### config.mk
export PLATFORM = sky130hd
export DESIGN_NAME = planificador_sensores
export DESIGN_NICKNAME = d
export VERILOG_FILES = /design/src/rtl/planificador_sensores.sv
export SDC_FILE = /design/constraint.sdc
export NUM_CORES = 1
export LEC_CHECK = 0
export ABC_AREA = 1
export CAP_MARGIN = 20
export CORE_UTILIZATION = 54
export CTS_CLUSTER_DIAMETER = 200
export CTS_CLUSTER_SIZE = 12
export DETAILED_ROUTE_END_ITERATION = 12
export HOLD_SLACK_MARGIN = 0.06
export PLACE_DENSITY_LB_ADDON = 0.08
export SLEW_MARGIN = 30
export SYNTH_ARGS = -nofsm -noshare
export SYNTH_HDL_FRONTEND = slang
export SYNTH_SLANG_ARGS = --single-unit
### constraint.sdc
create_clock -name clk -period 3 [get_ports clk]
set_input_delay 0.6 -clock clk [delete_from_list [all_inputs] [get_ports clk]]
set_output_delay 0.6 -clock clk [all_outputs]
set_load 0.005 [all_outputs]
### src/rtl/planificador_sensores.sv
// Round-robin scan scheduler: polls NUM_CH sensors through one shared classification
// and persistence datapath and drives the shared heater/fan/alert outputs.
module planificador_sensores #(
   parameter int NUM_CH      = 4,
   parameter int TEMP_W      = 9,
   parameter int UMBRAL_BAJO = 180,
   parameter int UMBRAL_ALTO = 260,
   parameter int PERSIST     = 6,
   parameter int TIMEOUT     = 15
) (
   input  logic                       clk,
   input  logic                       arst_n,
   output logic [NUM_CH-1:0]          sensor_req,
   input  logic [NUM_CH-1:0]          sensor_valid,
   input  logic [NUM_CH*TEMP_W-1:0]   sensor_dato,
   output logic [$clog2(NUM_CH)-1:0]  canal_activo,
   output logic [NUM_CH-1:0]          ch_alerta,
   output logic [NUM_CH-1:0]          ch_falla,
   output logic                       alerta,
   output logic                       calefactor,
   output logic                       ventilador,
   output logic [1:0]                 estado_fsm
);

   localparam int PTR_W = $clog2(NUM_CH);
   localparam int TMO_W = $clog2(TIMEOUT + 1);
   localparam int CNT_W = $clog2(PERSIST + 1);

   localparam logic [TEMP_W-1:0] BAJO_T    = TEMP_W'(UMBRAL_BAJO);
   localparam logic [TEMP_W-1:0] ALTO_T    = TEMP_W'(UMBRAL_ALTO);
   localparam logic [TMO_W-1:0]  TMO_LIM   = TMO_W'(TIMEOUT - 1);
   localparam logic [CNT_W-1:0]  PERSIST_C = CNT_W'(PERSIST);
   localparam logic [PTR_W-1:0]  PTR_ULT   = PTR_W'(NUM_CH - 1);

   typedef enum logic [1:0] {
      IDLE = 2'b00,
      REQ  = 2'b01,
      EVAL = 2'b10,
      NEXT = 2'b11
   } estado_t;

   typedef enum logic [1:0] {
      CAT_NORMAL = 2'b00,
      CAT_FRIO   = 2'b01,
      CAT_CALOR  = 2'b10
   } cat_t;

   estado_t            estado, estado_sig;
   logic [PTR_W-1:0]   ptr;
   logic [TMO_W-1:0]   tmo_cnt;
   logic [TEMP_W-1:0]  muestra;
   logic [CNT_W-1:0]   cnt_ch [NUM_CH];
   cat_t               cat_ch [NUM_CH];

   logic               valid_sel;
   logic               tmo_fin;
   logic [TEMP_W-1:0]  dato_sel;
   cat_t               cat_nueva, cat_act, cat_sig;
   logic [CNT_W-1:0]   cnt_act, cnt_sig;
   logic               alerta_sig;
   logic               hay_frio, hay_calor;

   assign valid_sel    = sensor_valid[ptr];
   assign dato_sel     = sensor_dato[int'(ptr)*TEMP_W +: TEMP_W];
   assign tmo_fin      = (tmo_cnt == TMO_LIM);
   assign canal_activo = ptr;
   assign estado_fsm   = estado;

   always_ff @(posedge clk) begin
      if (!arst_n) estado <= IDLE;
      else         estado <= estado_sig;
   end

   // A valid sample takes priority over a timeout landing on the same edge.
   always_comb begin
      estado_sig = estado;
      sensor_req = '0;
      case (estado)
         IDLE: estado_sig = REQ;
         REQ: begin
            sensor_req[ptr] = 1'b1;
            if (valid_sel)    estado_sig = EVAL;
            else if (tmo_fin) estado_sig = NEXT;
         end
         EVAL:    estado_sig = NEXT;
         NEXT:    estado_sig = REQ;
         default: estado_sig = IDLE;
      endcase
   end

   // Classification of the captured sample and the resulting persistence update.
   always_comb begin
      cat_nueva = CAT_NORMAL;
      if (muestra < BAJO_T)       cat_nueva = CAT_FRIO;
      else if (muestra >= ALTO_T) cat_nueva = CAT_CALOR;

      cnt_act = cnt_ch[ptr];
      cat_act = cat_ch[ptr];
      cnt_sig = '0;
      cat_sig = CAT_NORMAL;
      if (cat_nueva == CAT_NORMAL) begin
         cnt_sig = '0;
         cat_sig = CAT_NORMAL;
      end else if (cat_nueva == cat_act) begin
         cnt_sig = (cnt_act >= PERSIST_C) ? PERSIST_C : cnt_act + CNT_W'(1);
         cat_sig = cat_act;
      end else begin
         cnt_sig = CNT_W'(1);
         cat_sig = cat_nueva;
      end
      alerta_sig = (cnt_sig == PERSIST_C);
   end

   always_comb begin
      hay_frio  = 1'b0;
      hay_calor = 1'b0;
      for (int i = 0; i < NUM_CH; i++) begin
         if (ch_alerta[i] && cat_ch[i] == CAT_FRIO)  hay_frio  = 1'b1;
         if (ch_alerta[i] && cat_ch[i] == CAT_CALOR) hay_calor = 1'b1;
      end
   end

   always_ff @(posedge clk) begin
      if (!arst_n) begin
         ptr        <= '0;
         tmo_cnt    <= '0;
         muestra    <= '0;
         ch_alerta  <= '0;
         ch_falla   <= '0;
         alerta     <= 1'b0;
         calefactor <= 1'b0;
         ventilador <= 1'b0;
         for (int i = 0; i < NUM_CH; i++) begin
            cnt_ch[i] <= '0;
            cat_ch[i] <= CAT_NORMAL;
         end
      end else begin
         case (estado)
            IDLE: begin
               ptr     <= '0;
               tmo_cnt <= '0;
            end
            REQ: begin
               tmo_cnt <= tmo_cnt + TMO_W'(1);
               if (valid_sel) begin
                  muestra       <= dato_sel;
                  ch_falla[ptr] <= 1'b0;
               end else if (tmo_fin) begin
                  ch_falla[ptr] <= 1'b1;
               end
            end
            EVAL: begin
               cnt_ch[ptr]    <= cnt_sig;
               cat_ch[ptr]    <= cat_sig;
               ch_alerta[ptr] <= alerta_sig;
            end
            NEXT: begin
               ptr     <= (ptr == PTR_ULT) ? '0 : ptr + PTR_W'(1);
               tmo_cnt <= '0;
            end
            default: ;
         endcase

         // Opposing alerts cancel both actuators but keep the global alert.
         alerta     <= |ch_alerta;
         calefactor <= hay_frio & ~hay_calor;
         ventilador <= hay_calor & ~hay_frio;
      end
   end

endmodule

==> impl_results.md, run 1 <==
* Clock Sinks at 48
* Main combinational cell family by area after synthesis: simple AND/OR/NAND/NOR gates
* IO buf count at 52
* Unique masters post-synth at 30
* R2r startpoint: canal_activo[1]
* Fin nets at between 400 and 500
* Post-Syn Area at 0.002597 mm^2
* Ant diodes at 0
* CP Data Required Time at 2.40 ns
* Clock transition at path regs at approximately 0.090 ns
* Final period util at slightly below 90%
* Synth area leaders: edfxtp_1, dfxtp_1, nand2_1, nor2_1, inv_1
* Gr usage total at between 20% and 30%
* Clock power share at 17.1%
* Vias per cell at 5.389
* Die width at 71.36 um
* Lkg Pwr at between 1 and 1.5 nW
* Endpoints failing hold at 0
* GR Overflow Total at 0
* Vias in the first global route at 2353
* Skew-Pair Late Insertion Delay at 0.30 ns
* Final Setup Violations at 0
* Final Util at between 70% and 80%
* Hold Slack at 0.4755 ns
* Setup crit end kind: output port
* Initial Utilization at 58.05%
* Synth Area in Compound Gates at 14.07%
* Chip height at 71.36 um
* RSZ-0062 raised after global routing: no
* Simple-Gate Fraction of Synth Area at a little over a quarter
* Yosys reg bits at 48
* Metal-1 WL at between 2 and 3 mm
* Synth Area in XOR/XNOR at 0%
* Setup CP Type: flop to output port
* R2r setup slk at 0.62 ns
* Cts bufs inserted at 5
* VDD IR max at 461.9 uV
* Post-Synth Adder-Cell Area at 5.299%
* Largest area contributor in the netlist: edfxtp_1
* Rows at 24
* Fillers at 365
* DR iter-0 viols at between 150 and 200
* Worst min path class: flop to flop
* Number of primary I/O pins at 61
* Worst EP arrival at 2.08 ns
* Syn Area/Cell at 7.443 um^2
* Highest metal used: met4
* DR WL/cell at roughly 14 um
* End of the critical path: sensor_req[1]
* Post-synth top cells: nand2_1, nor2_1, inv_1
* Die area at 0.005092 mm^2
* Drt total wl at 6.336 mm
* Vias at 2436
* Root Buffer: clkbuf_8
* DP HPWL at between 4 and 5 mm
* DR DRC count at 1
* Postcts setup bufs at 0
* First-pass GRT wire length at 10.76 mm
* Synth warn at 0
* Post-route setup TNS at 0 ns
* Post_cts resized at 0
* Cells after Synth at around 350
* Async set-or-reset flop fraction in the synthesized netlist at 0%
* Worst setup path startpoint: canal_activo[1]
* Layout area overhead at 25.19%
* Pre-Repair DR Iteration Count at 8
* CTS max path bufs at 2
* Fmax at 0.3736 GHz
* Least-Margin Pin Slew at 0.8180 ns
* Hold-fix buffers, CTS at 0
* Share of layout cells above drive strength 1 at 7.000%
* Max-slew headroom at 45.00%
* CTS tree: built
* Net Count, Synth at 402
* Synth top area share at 23.12%
* Core footprint at 0.004474 mm^2
* Final Max Slew Viols at 0
* Switching Fraction at 41.27%
* Number of synthesized flops with an enable pin at 20
* Reg-to-reg endpoint: muestra[6]
* CP Max Fanout at 14
* Max cap viols at 0
* Internal at around 1.4 mW
* Status: complete, but fails checks
* Power per Cell Area at 725.4 mW/mm^2
* Largest net degree at the start of global routing at 19
* Violations in the final reports: design-rule violations
* Reg power frac at between 30% and 40%
* Count leader, synth: nand2_1
* Reg2reg path depth at 8
* Combinational Power Share at 44.4%
* Met3 WL post-DR at 295 um
* Clock Skews at slightly above 0.007 ns
* Initial antenna violation count at 0
* Net Switching at 973.5 uW
* Met2 Wirelength at 3.203 mm
* Placer Congestion at 0.8346
* Min Tclk post-route at between 2 and 3 ns
* Leading register cell type out of synthesis: dfxtp_1
* DRT antenna net count at 0
* # H-tree levels at 2
* Worst setup SP type: flop
* Sequential element share of the synthesized area at between 40% and 50%
* Proportion of synthesized area in mux cells at 0%
==> stage by stage <==
step / power [mW] / worst slack, ns / cell area (um^2) / instances
after floorplan: 1.619 / 1.251 / 2597 / 349
after global routing: 2.547 / 0.1712 / 3252 / 452
final: 2.359 / 0.3235 / 3252 / 452
after detailed placement: 1.958 / 0.6858 / 3156 / 444
after CTS: 2.356 / 0.3689 / 3252 / 452
after global placement: 1.918 / 0.6994 / 3156 / 444
==> cells by family (layout without fill, tap and decap cells) <==
group,after synthesis,count (layout)
and+or+nand+nor,169,169
AOI/OAI and AO/OA,64,64
buffers and inverters,57,108
DFF,48,48
adders and majority gates,11,11
==> power groups by stage <==
stage	sequential (mW)	combinational (mW)	clock (mW)
after floorplan	0.880	0.738	0
after global placement	0.915	1.00	0
after detailed placement	0.919	1.04	0
after CTS	0.904	1.04	0.408
after global routing	0.925	1.19	0.430
final	0.907	1.05	0.404
==> routing by layer <==
metal	global-route usage, %	vias to the layer above
met2	48.89	55
met4	6.889	0
met3	4.360	6
li1	-	1241
met1	34.09	1134
met5	0	-
==> area by class of cell <==
type	instances	area [um^2]	area share [%]
well taps	52	65.06	2.001
repair buffers	56	550.5	16.93
clock buffers	6	82.58	2.539
clock inverters	2	13.76	0.4232
multi-input cells	244	1214	37.32
flip-flops and latches	48	1161	35.71
inverters	44	165.2	5.079
==> worst max-delay path, cell delays in order (launching register included) <==
cell and delay, ns:
dfxtp_1 0.64, inv_1 0.27, ha_1 0.27, nand2_1 0.09, inv_1 0.06, clkdlybuf4s50_1 0.44
==> layout by cell type (no fill, tap or decap), types with 3 or more instances in the layout <==
master,count
o21ai_0,26
inv_2,3
a21oi_2,4
dfxtp_1,28
buf_4,4
edfxtp_1,20
a21oi_1,18
inv_1,41
nand2_2,7
clkbuf_8,6
clkdlybuf4s50_1,52
nand2_1,74
nand3_1,27
ha_1,11
nor3_1,5
nor2_1,51
o22ai_1,9
==> worst min-delay path by stage <==
stage / startpoint / end / slack [ns] / cells past startpoint
finish: tmo_cnt[3] / tmo_cnt[3] / 0.48 / 2
global route: muestra[8] / muestra[8] / 0.50 / 2
CTS: tmo_cnt[3] / tmo_cnt[3] / 0.48 / 2
detailed placement: tmo_cnt[3] / tmo_cnt[3] / 0.47 / 2
global placement: tmo_cnt[3] / tmo_cnt[3] / 0.46 / 2
floorplan: tmo_cnt[3] / tmo_cnt[3] / 0.45 / 2
(Power assumes the default switching activity.)
==> run 2: changes to the inputs <==
--- a/config.mk
+++ b/config.mk
@@ -7,6 +7,7 @@
 export LEC_CHECK = 0
 export ABC_AREA = 1
 export CAP_MARGIN = 20
+export CORE_MARGIN = 2
 export CORE_UTILIZATION = 54
 export CTS_CLUSTER_DIAMETER = 200
 export CTS_CLUSTER_SIZE = 12
==> run 2 against run 1 <==
Net effect:
- die area grew 5.7%
- clock-buffer cell count down 1
- global-route usage is 2.7 points lower
- largest power group unchanged
- combinational power hardly changed
- sequential power shrank 2.3%
- sequential share of layout area decreased by 0.19 points
- fmax up 7.1%
- clock power increased by 15%
- first-iteration DRC count shrank 31%
- the run now ends clean
==> impl_results.md, run 2 (same netlist as run 1, synthesis figures left out) <==
* Status: complete, no violations
* Placer Congestion at roughly 0.93
* CP Max Fanout at 11
* Fmax at approximately 0.40 GHz
* DP HPWL at around 4.8 mm
* VDD IR max at 568.4 uV
* DRT antenna net count at 0
* CP max stage cell: dfxtp_1
* Fillers at 383
* Worst setup SP type: flop
* Max cap viols at 0
* Post_cts resized at 0
* Max-slew headroom at 46.84%
* Number of primary I/O pins at 61
* Net Switching at 967.8 uW
* Gr usage total at 24.52%
* Share of layout cells above drive strength 1 at 6.750%
* Initial antenna violation count at 0
* Clock Skews at 0.003557 ns
* Vias in the first global route at 2243
* Hold-fix buffers, CTS at 0
* IO buf count at 52
* Power per Cell Area at roughly 740 mW/mm^2
* Vias at 2416
* Most used cell, CP: inv_1
* Lkg Pwr at 1.379 nW
* Least-Margin Pin Slew at 0.7907 ns
* Ant diodes at 0
* Final Max Slew Viols at 0
* Met2 Resource Use GR at 40.34%
* DR WL/cell at 13.67 um
* Die area at 0.005381 mm^2
* Reg power frac at about 37%
* Worst-path cell chain: inv_1 -> ha_1 -> nand2_1 -> inv_1 -> clkdlybuf4s50_1
* Cts bufs inserted at 5
* Layout area overhead at 25.87%
* Core footprint at 0.004692 mm^2
* Endpoints failing hold at 0
* Final worst setup slack at between 0.5 and 0.6 ns
* Critical Path Max Stage Delay at 0.56 ns
* Final Setup Violations at 0
* Root Buffer: clkbuf_8
* Setup crit end kind: output port
* Clock power share at between 15 and 20%
* Pre-Repair DR Iteration Count at 4
* Drt total wl at 6.205 mm
* Die width at 73.36 um
* Rows at 25
* Most common cell after layout, fill and taps aside: nand2_1
* Worst EP arrival at 1.90 ns
* # H-tree levels at 2
* Postcts setup bufs at 0
* Delay-heaviest family, CP: buffers and inverters
* Switching Fraction at 40.16%
* Commonest cells after routing, fill and taps aside: nand2_1, clkdlybuf4s50_1, nor2_1
* Met1 usage in global routing at 32.05%
* Pre-CTS setup slack at 0.7233 ns
* Internal at 1.442 mW
* Area after DPL at 0.003158 mm^2
* CTS tree: built
* Skew-Pair Late Insertion Delay at 0.30 ns
* Total power at 2.410 mW
* Final period util at between 80% and 90%
* Multi-input logic area at 0.001214 mm^2
* Flip-flop and latch area at 0.001161 mm^2
* Setup CP Type: flop to output port
* Combinational Power Share at 43.9%
* DR DRC count at 0
* Vias per cell at 5.322
* First-pass GRT wire length at 10.07 mm
* DR iter-0 viols at 124
* Hold Slack at 0.4860 ns
* Min Tclk post-route at around 2.5 ns
* CP Buf/Inv Count at 3
* Fin area at between 0.003 and 0.004 mm^2
* CP Data Required Time at 2.40 ns
* Initial Utilization at 55.36%
* R2r setup slk at slightly below 0.8 ns
* GR Overflow Total at 0
* Chip height at 73.36 um
* Clock Sinks at 48
* Gr busiest metal: met2
* Largest net degree at the start of global routing at 18
* RSZ-0062 raised after global routing: no
* GR Util met3 at 5.350%
* CTS max path bufs at 2
* Post-route setup TNS at 0 ns
* Fin nets at 452
* Clock transition at path regs at 0.09 ns
* Worst min path class: flop to flop
## run 2: worst paths after layout
kind,depth (start not counted),endpoint,start
worst max-delay path,5,sensor_req[2],canal_activo[0]
worst min-delay path,2,muestra[5],muestra[5]
worst max register to register,11,cnt_ch[1][1],flop
worst min register to register,2,muestra[5],muestra[5]
## run 2: metal layers
| metal | wire, um | vias to the layer above |
|---|---|---|
| met4 | 95 | 0 |
| met5 | 0 | - |
| met1 | 2937 | 1122 |
| li1 | - | 1236 |
| met2 | 2894 | 49 |
| met3 | 278 | 9 |
## run 2: tightest hold or removal path, delay by kind of cell (launching register included)
| family | cells | cell delay [ns] |
|---|---|---|
| flops | 1 | 0.33 |
| simple gates | 1 | 0.06 |
| compound gates | 1 | 0.05 |
## run 2: power groups by stage
stage / combinational (mW) / clock (mW) / sequential (mW)
6_report: 1.06 / 0.466 / 0.886
4_1_cts: 1.06 / 0.472 / 0.887
5_1_grt: 1.19 / 0.489 / 0.903
3_3_place_gp: 1.03 / 0 / 0.897
2_1_floorplan: 0.738 / 0 / 0.880
3_5_place_dp: 1.06 / 0 / 0.902
## run 2: area by class of cell
type	instances	area share [%]
Clock buffer	5	2.105
Tap cell	54	2.067
Timing Repair Buffer	56	16.84
Sequential cell	48	35.51
Multi-Input combinational cell	244	37.12
Inverter	44	5.052
Clock inverter	3	1.301
## run 2: metrics by stage
step                      instances  util [%]
after floorplan                 349         -
after global placement          446     67.31
after detailed placement        446     67.31
after CTS                       454     69.68
after global routing            454     69.68
final                           454     69.68
